File: config.mk
export PLATFORM = sky130hd
export DESIGN_NAME = cpu_ctrl_hs
export DESIGN_NICKNAME = d
export VERILOG_FILES = /design/src/rtl/cpu_ctrl_hs.sv
export SDC_FILE = /design/constraint.sdc
export NUM_CORES = 1
export LEC_CHECK = 0
export CAP_MARGIN = 25
export CORE_ASPECT_RATIO = 1.2
export CORE_MARGIN = 3
export CORE_UTILIZATION = 45
export DETAILED_ROUTE_END_ITERATION = 10
export PLACE_DENSITY = 0.78
export SYNTH_ARGS = -nofsm -noshare
export SYNTH_HDL_FRONTEND = slang
export SYNTH_SLANG_ARGS = --single-unit
File: constraint.sdc
create_clock -name clk -period 1.7 [get_ports clk]
set_input_delay 0.255 -clock clk [delete_from_list [all_inputs] [get_ports clk]]
set_output_delay 0.255 -clock clk [all_outputs]
set_load 0.02 [all_outputs]
File: src/rtl/cpu_ctrl_hs.sv
// rtl/cpu_ctrl_hs.sv - tinycpu control FSM with req/rdy memory handshake, watchdog and debug halt/step
module cpu_ctrl_hs #(
  parameter int DW      = 8,
  parameter int TMO_CYC = 15,
  parameter bit AUTORUN = 1'b1
) (
  input  logic          clk,
  input  logic          rst,
  input  logic          run,
  input  logic          step,
  input  logic [DW-1:0] mem_rdata,
  input  logic          mem_rdy,
  input  logic [1:0]    cmp,
  output logic          mem_req,
  output logic          mem_we,
  output logic          den,
  output logic          addr_ctrl,
  output logic [2:0]    mux_rA,
  output logic          rA_we,
  output logic          rB_we,
  output logic          rM_we,
  output logic          mux_rB,
  output logic [1:0]    mux_rM,
  output logic [1:0]    alu_ctrl,
  output logic          rP_inc,
  output logic          rP_load,
  output logic [DW-5:0] imm,
  output logic          halted,
  output logic          err_tmo,
  output logic          err_ill
);

  localparam int WW = (TMO_CYC > 0) ? $clog2(TMO_CYC + 1) : 1;
  localparam logic [WW-1:0] WD_LAST = WW'((TMO_CYC > 0) ? TMO_CYC - 1 : 0);

  typedef enum logic [2:0] {
    S_IDLE, S_FETCH, S_EXEC, S_MEMRD, S_MEMWR, S_HALT
  } state_t;

  state_t        state;
  logic [DW-1:0] inst;
  logic          step_pending;
  logic [WW-1:0] wdog;
  logic [3:0]    op;
  logic          req_st;
  logic          tmo_hit;
  logic          jump_taken;

  assign op       = inst[DW-1:DW-4];
  assign alu_ctrl = inst[DW-3:DW-4];
  assign imm      = inst[DW-5:0];
  assign halted   = (state == S_HALT);
  assign req_st   = (state == S_FETCH) || (state == S_MEMRD) || (state == S_MEMWR);
  // The count reaching TMO_CYC is this cycle's increment, so compare against TMO_CYC-1
  assign tmo_hit  = (TMO_CYC != 0) && req_st && !mem_rdy && (wdog == WD_LAST);

  always_comb begin
    case (op)
      4'hC:    jump_taken = 1'b1;
      4'hD:    jump_taken = (cmp == 2'b00);
      4'hE:    jump_taken = (cmp == 2'b01);
      4'hF:    jump_taken = (cmp == 2'b10);
      default: jump_taken = 1'b0;
    endcase
  end

  always_comb begin
    mem_req   = 1'b0;
    mem_we    = 1'b0;
    den       = 1'b0;
    addr_ctrl = 1'b0;
    mux_rA    = 3'd0;
    rA_we     = 1'b0;
    rB_we     = 1'b0;
    rM_we     = 1'b0;
    mux_rB    = 1'b0;
    mux_rM    = 2'd3;
    rP_inc    = 1'b0;
    rP_load   = 1'b0;
    case (state)
      S_FETCH: begin
        mem_req = 1'b1;
        rP_inc  = mem_rdy;
      end
      S_EXEC: begin
        case (op)
          4'h0, 4'h1, 4'h2, 4'h3: begin mux_rA = 3'd1; rA_we = 1'b1; end
          4'h4: rA_we = 1'b1;
          4'hA: begin mux_rA = 3'd3; rA_we = 1'b1; end
          4'h8: begin rA_we = 1'b1; rB_we = 1'b1; mux_rA = 3'd2; end
          4'h9: begin rB_we = 1'b1; rM_we = 1'b1; mux_rB = 1'b1; mux_rM = 2'd1; end
          4'hB: begin rM_we = 1'b1; mux_rM = 2'd0; end
          4'hC, 4'hD, 4'hE, 4'hF: begin
            if (jump_taken) begin
              rP_load = 1'b1;
              rM_we   = 1'b1;
              mux_rM  = 2'd2;
            end
          end
          default: ;
        endcase
      end
      S_MEMRD: begin
        mem_req   = 1'b1;
        addr_ctrl = 1'b1;
        mux_rA    = 3'd4;
        rA_we     = mem_rdy;
      end
      S_MEMWR: begin
        mem_req   = 1'b1;
        mem_we    = 1'b1;
        den       = 1'b1;
        addr_ctrl = 1'b1;
      end
      default: ;
    endcase
  end

  always_ff @(posedge clk or negedge rst) begin
    if (!rst) begin
      state        <= AUTORUN ? S_IDLE : S_HALT;
      inst         <= '0;
      step_pending <= 1'b0;
      wdog         <= '0;
      err_tmo      <= 1'b0;
      err_ill      <= 1'b0;
    end else begin
      if (req_st && !mem_rdy) begin
        if (wdog != '1) wdog <= wdog + 1'b1;
      end else begin
        wdog <= '0;
      end
      case (state)
        S_IDLE: begin
          if (step_pending) begin
            step_pending <= 1'b0;
            state        <= S_HALT;
          end else begin
            state <= run ? S_FETCH : S_HALT;
          end
        end
        S_FETCH: begin
          if (mem_rdy) begin
            inst  <= mem_rdata;
            state <= S_EXEC;
          end
        end
        S_EXEC: begin
          if (op == 4'h7) err_ill <= 1'b1;
          if (op == 4'h5)      state <= S_MEMRD;
          else if (op == 4'h6) state <= S_MEMWR;
          else                 state <= S_IDLE;
        end
        S_MEMRD, S_MEMWR: begin
          if (mem_rdy) state <= S_IDLE;
        end
        S_HALT: begin
          if (run) begin
            state <= S_IDLE;
          end else if (step) begin
            step_pending <= 1'b1;
            state        <= S_FETCH;
          end
        end
        default: state <= S_HALT;
      endcase
      // Abandoned access: no writes were issued this cycle since mem_rdy is low
      if (tmo_hit) begin
        err_tmo      <= 1'b1;
        state        <= S_HALT;
        step_pending <= 1'b0;
        wdog         <= '0;
      end
    end
  end

endmodule

# After elaboration in Yosys (flattened, before gate mapping)
# Cells that the tools add are included.
[word_totals] register_bits=18 input_bits=15 out_inout_bits=24 wordCells=95
[op_classes] add_sub_neg=1 eq_ne=30 n_mux=38 n_reduce_logical=20
[op_table] operator="$eq 4x4->1 const B" count=9
[op_table] operator="$mux 3" count=9
[op_table] operator="$mux 1" count=17
[op_table] operator="$eq 4x3->1 const B" count=4
[op_table] operator="$pmux 3 s5" count=1
[op_table] operator="$mux 4" count=3
[op_table] operator="$pmux 2 s3" count=2
[op_table] operator="$ne 3x2->1 const B" count=3
[op_table] operator="$eq 4x2->1 const B" count=2
[op_table] operator="$reduce_or 4->1" count=2
[op_table] operator="$reduce_or 7->1" count=1
[op_table] operator="$eq 3x2->1 const B" count=2
[op_table] operator="$eq 3x3->1 const B" count=2
[op_table] operator="$pmux 1 s2" count=3
[op_table] operator="$pmux 3 s2" count=1
[op_table] operator="$reduce_and 3->1" count=2
[op_table] operator="$reduce_or 2->1" count=3
[op_table] operator="$add 4x1->4 const B" count=1
[op_table] operator="$eq 4x1->1 const B" count=1
[op_table] operator="$logic_not 4->1" count=1
[op_table] operator="$ne 4x3->1 const B" count=1
[op_table] operator="$ne 4x4->1 const B" count=1
[op_table] operator="$pmux 1 s4" count=1
[op_table] operator="$reduce_and 2->1" count=2
[op_table] operator="other kinds (13)" count=15

# Logic depth before layout (Yosys ltp)
[logic_depth] depth_word=7 depth_mapped=5 mapped_depth_nobuf=5

# Worst setup path after synthesis
# Ideal clock, no wire load.
[synth_path] path_kind="register to output" start="register state[0]" end="output port mux_rB" arrival_ns=1.570 t_required_ns=1.445 slack_ns=-0.125 stages_incl_launch_ff=5 path_buffers=1 cell_sequence="dfrtp_1 buf_6 nor4b_1 nand3_1 nor2_1"
[synth_between] elab_chain_len=2
[synth_lines] item="from (decl)" line_no="40" rtl="state_t state;"
[synth_lines] item="from (signal assigned)" line_no="121" rtl="state <= AUTORUN ? S_IDLE : S_HALT;"
[synth_lines] item="from (signal assigned)" line_no="139" rtl="state <= run ? S_FETCH : S_HALT;"
[synth_lines] item="$eq 3x2->1" line_no="80" rtl="case (state)"
[synth_lines] item="$mux 1" line_no="80"
[synth_lines] item="to (decl)" line_no="22" rtl="output logic mux_rB,"
# No other way between the ends.

# Final worst setup path
[layout_path] start="register state[2]" end="output port rP_inc"
[layout_between] elab_chain_len=2
[layout_lines] item="$eq 3x1->1" line_no="80"
[layout_lines] item="$mux 1" line_no="80"
[layout_lines] item="to (decl)" line_no="25" rtl="output logic rP_inc,"
# No other way between the ends.

==> flow_summary.toml <==
[worst_setup_path]
rr_worst_depth = 6
path_max_fanout = 5
required_ns = 1.44
end_kind = "output port"
timing.rr.start = "state[2]"
cp-start-kind = "flip-flop"
startpoint = "state[2]"
r2r-end = "inst[7]"
critical_path_class = "flip-flop to output port"
worstSetupEndpoint = "rP_inc"
ff2ff_setup_slack_ns = 0
cp.arrival_ns = 1.52

[route]
vias_per_cell = 5.53
wirelength_um = 3240
drc = 0
drt_iter0_markers = 41
wl_per_cell_um = 15.1
firstDrtPassIters = 4
routed-via-count = 1189
postRouteAntennaNets = 0

[grt]
track_usage_pct = 20.8
antenna_found_initial = 0
grt_max_degree = 19
gr-total-overflow = 0
grt_pass1_vias = 1163
globalRouteMet3Util_pct = 2.36
grt_pass1_wl_um = 5220
use_met2_pct = 36.5
met1_usage_pct = 23.1
busiest_layer = "met2"

[timing]
max_slew_margin_pct = 71.1
hold_violations = 0
setup_violations = 8
report.final.slew_viol_count = 0
setup_slack_ns = -0.0780
clock_skew_ns = 0.000520
max_freq_mhz = 562
rsz0062_at_grt = "true"
min_period_ns = 1.78
post-route-period-util_pct = 105
worst_slew_pin_slew_ns = 0.428

[cts]
cts_root_buf = "clkbuf_4"
tritoncts = "done"
hold_buffers = 0
clk_latency_ns = 0.29
htree_levels = 1
clockBufferDepth = 2
clkSinkCount = 18
cts_made_buffers = 3
clk_pin_slew_ns = 0.10

[power_and_ir_drop]
p_per_area_nw_per_um2 = 1660
leakagePower_nw = 0.846
p_total_mw = 3.16
vdd_drop_max_mv = 1.16

[place]
place_congestion = 0.799
dpl.hpwl_um = 2360
dp_worst_setup_slack_ns = -0.552
portBuffers = 38
dp.cells = 207

[floorplanning]
dieHeight_um = 63.2
std_cell_rows = 20
fp.dieW_um = 53.7
floorplan.initialDensity_pct = 47.6
core_area_um2 = 2580
ioPinCount = 39
die_area_um2 = 3390

[synth]
synth_top_area_cell = "dfrtp_1"
yosysWarnings = 0
ys_seq_area_share_pct = 36.7
yosys_register_bits = 18
syn_area_per_cell_um2 = 9.58
netlist_top_cells_count = "dfrtp_1 (18), buf_4 (8), mux2_1 (8)"
synth_flop_cell = "dfrtp_1"
synthArstFlopShare_pct = 100
synth_cell_types = 50
syn_nets = 145
synth_cells = 128
syn_area_um2 = 1230
synth_edf_count = 0
synth_top_area_share_pct = 36.7
synthTopCellsByArea = "dfrtp_1 (37%), mux2_1 (7.3%), buf_4 (4.9%), a21oi_1 (2.4%), nor2_1 (2.1%)"
post-synth-top-count-cell = "dfrtp_1"

[run]
maxCapViolCount = 0

[cells_and_area]
nets = 200
area_growth_pct = 55.1
drive_above_1_share_pct = 41.2
utilization_pct = 73.8
final_cells = 215
antennaDiodeCount = 0

[status]
violations = "setup timing"
status = "finished, violations left"

[min_path]
hold_class = "primary input to async pin"
==> kinds of logic after synthesis <==
logic type	count (synthesis)	synth area share [%]
buffers and inverters	23	10.5
DFF	18	36.7
xor gates and xnor gates	3	2.14
and+or+nand+nor	42	21.8
muxes	8	7.35
AOI/OAI and AO/OA	32	19.4
adders and majority gates	2	2.04
==> registers in the layout (all words and copies together) (netlist names) <==
signal and cells:
err_ill 1, err_tmo 1, inst 8, state 3
step_pending 1, wdog 4
==> worst min path at each step <==
stage | from | end | slack, ns | cells after the start
floorplan | rst | err_ill | -0.04 | 0
global placement | err_tmo | err_tmo | 0.45 | 1
detailed placement | err_tmo | err_tmo | 0.45 | 1
CTS | rst | wdog[1] | 0.28 | 2
global route | rst | inst[2] | 0.28 | 2
finish | rst | inst[2] | 0.28 | 2
==> worst max-delay path: stages, from the launching register on <==
cell and delay (ns):
dfrtp_2 0.48, buf_6 0.14, nand2b_4 0.16, nor3b_2 0.19
buf_4 0.15, buf_6 0.11
==> layout by cell type, fill, tap and decap left out, types with 3 or more instances in the layout <==
cell type	synthesis	routed
buf_4	8	28
clkdlybuf4s50_1	0	18
buf_6	1	16
dfrtp_1	18	13
mux2_1	8	8
a21oi_1	6	5
nor2_1	7	5
dfrtp_2	0	5
nand2b_1	4	4
nand2_1	5	4
inv_1	4	3
nor3_2	2	3
nand3_1	4	3
clkbuf_4	0	3
==> through the flow <==
stage | area [µm²] | hold slack (ns) | TNS, ns
after floorplan | 1240 | -0.0406 | -0.0322
after global placement | 1750 | 0.449 | -3.94
after detailed placement | 1750 | 0.453 | -4.38
after CTS | 1860 | 0.277 | -0.411
after global routing | 1900 | 0.283 | -1.57
final | 1900 | 0.280 | -0.304
==> area by class of cell <==
| class | instances | area (µm²) |
|---|---|---|
| clock buffer | 4 | 36.3 |
| fill | 179 | 676 |
| inverter | 5 | 18.8 |
| multi-input combinational | 87 | 726 |
| sequential | 18 | 457 |
| tap | 33 | 41.3 |
| timing repair buffer | 68 | 623 |
==> where the power goes <==
part           switching (mW)  internal [mW]
registers               0.210          0.616
clock network           0.129          0.131
logic                    1.00           1.08
==> repair_timing <==
item                                    4_1_cts  5_1_grt
gates resized for setup                     107       14
pin swaps                                    12        9
endpoints found under the setup margin       27       29
buffers inserted                              4        0
hold endpoints to repair                      0        0
==> routing by layer <==
layer / vias to the layer above / wire length [µm]
met3: 10 / 138
li1: 566 / -
met5: - / 0
met2: 38 / 1740
met4: 0 / 117
met1: 575 / 1250
Note: power is estimated with default switching activity, not from simulation.
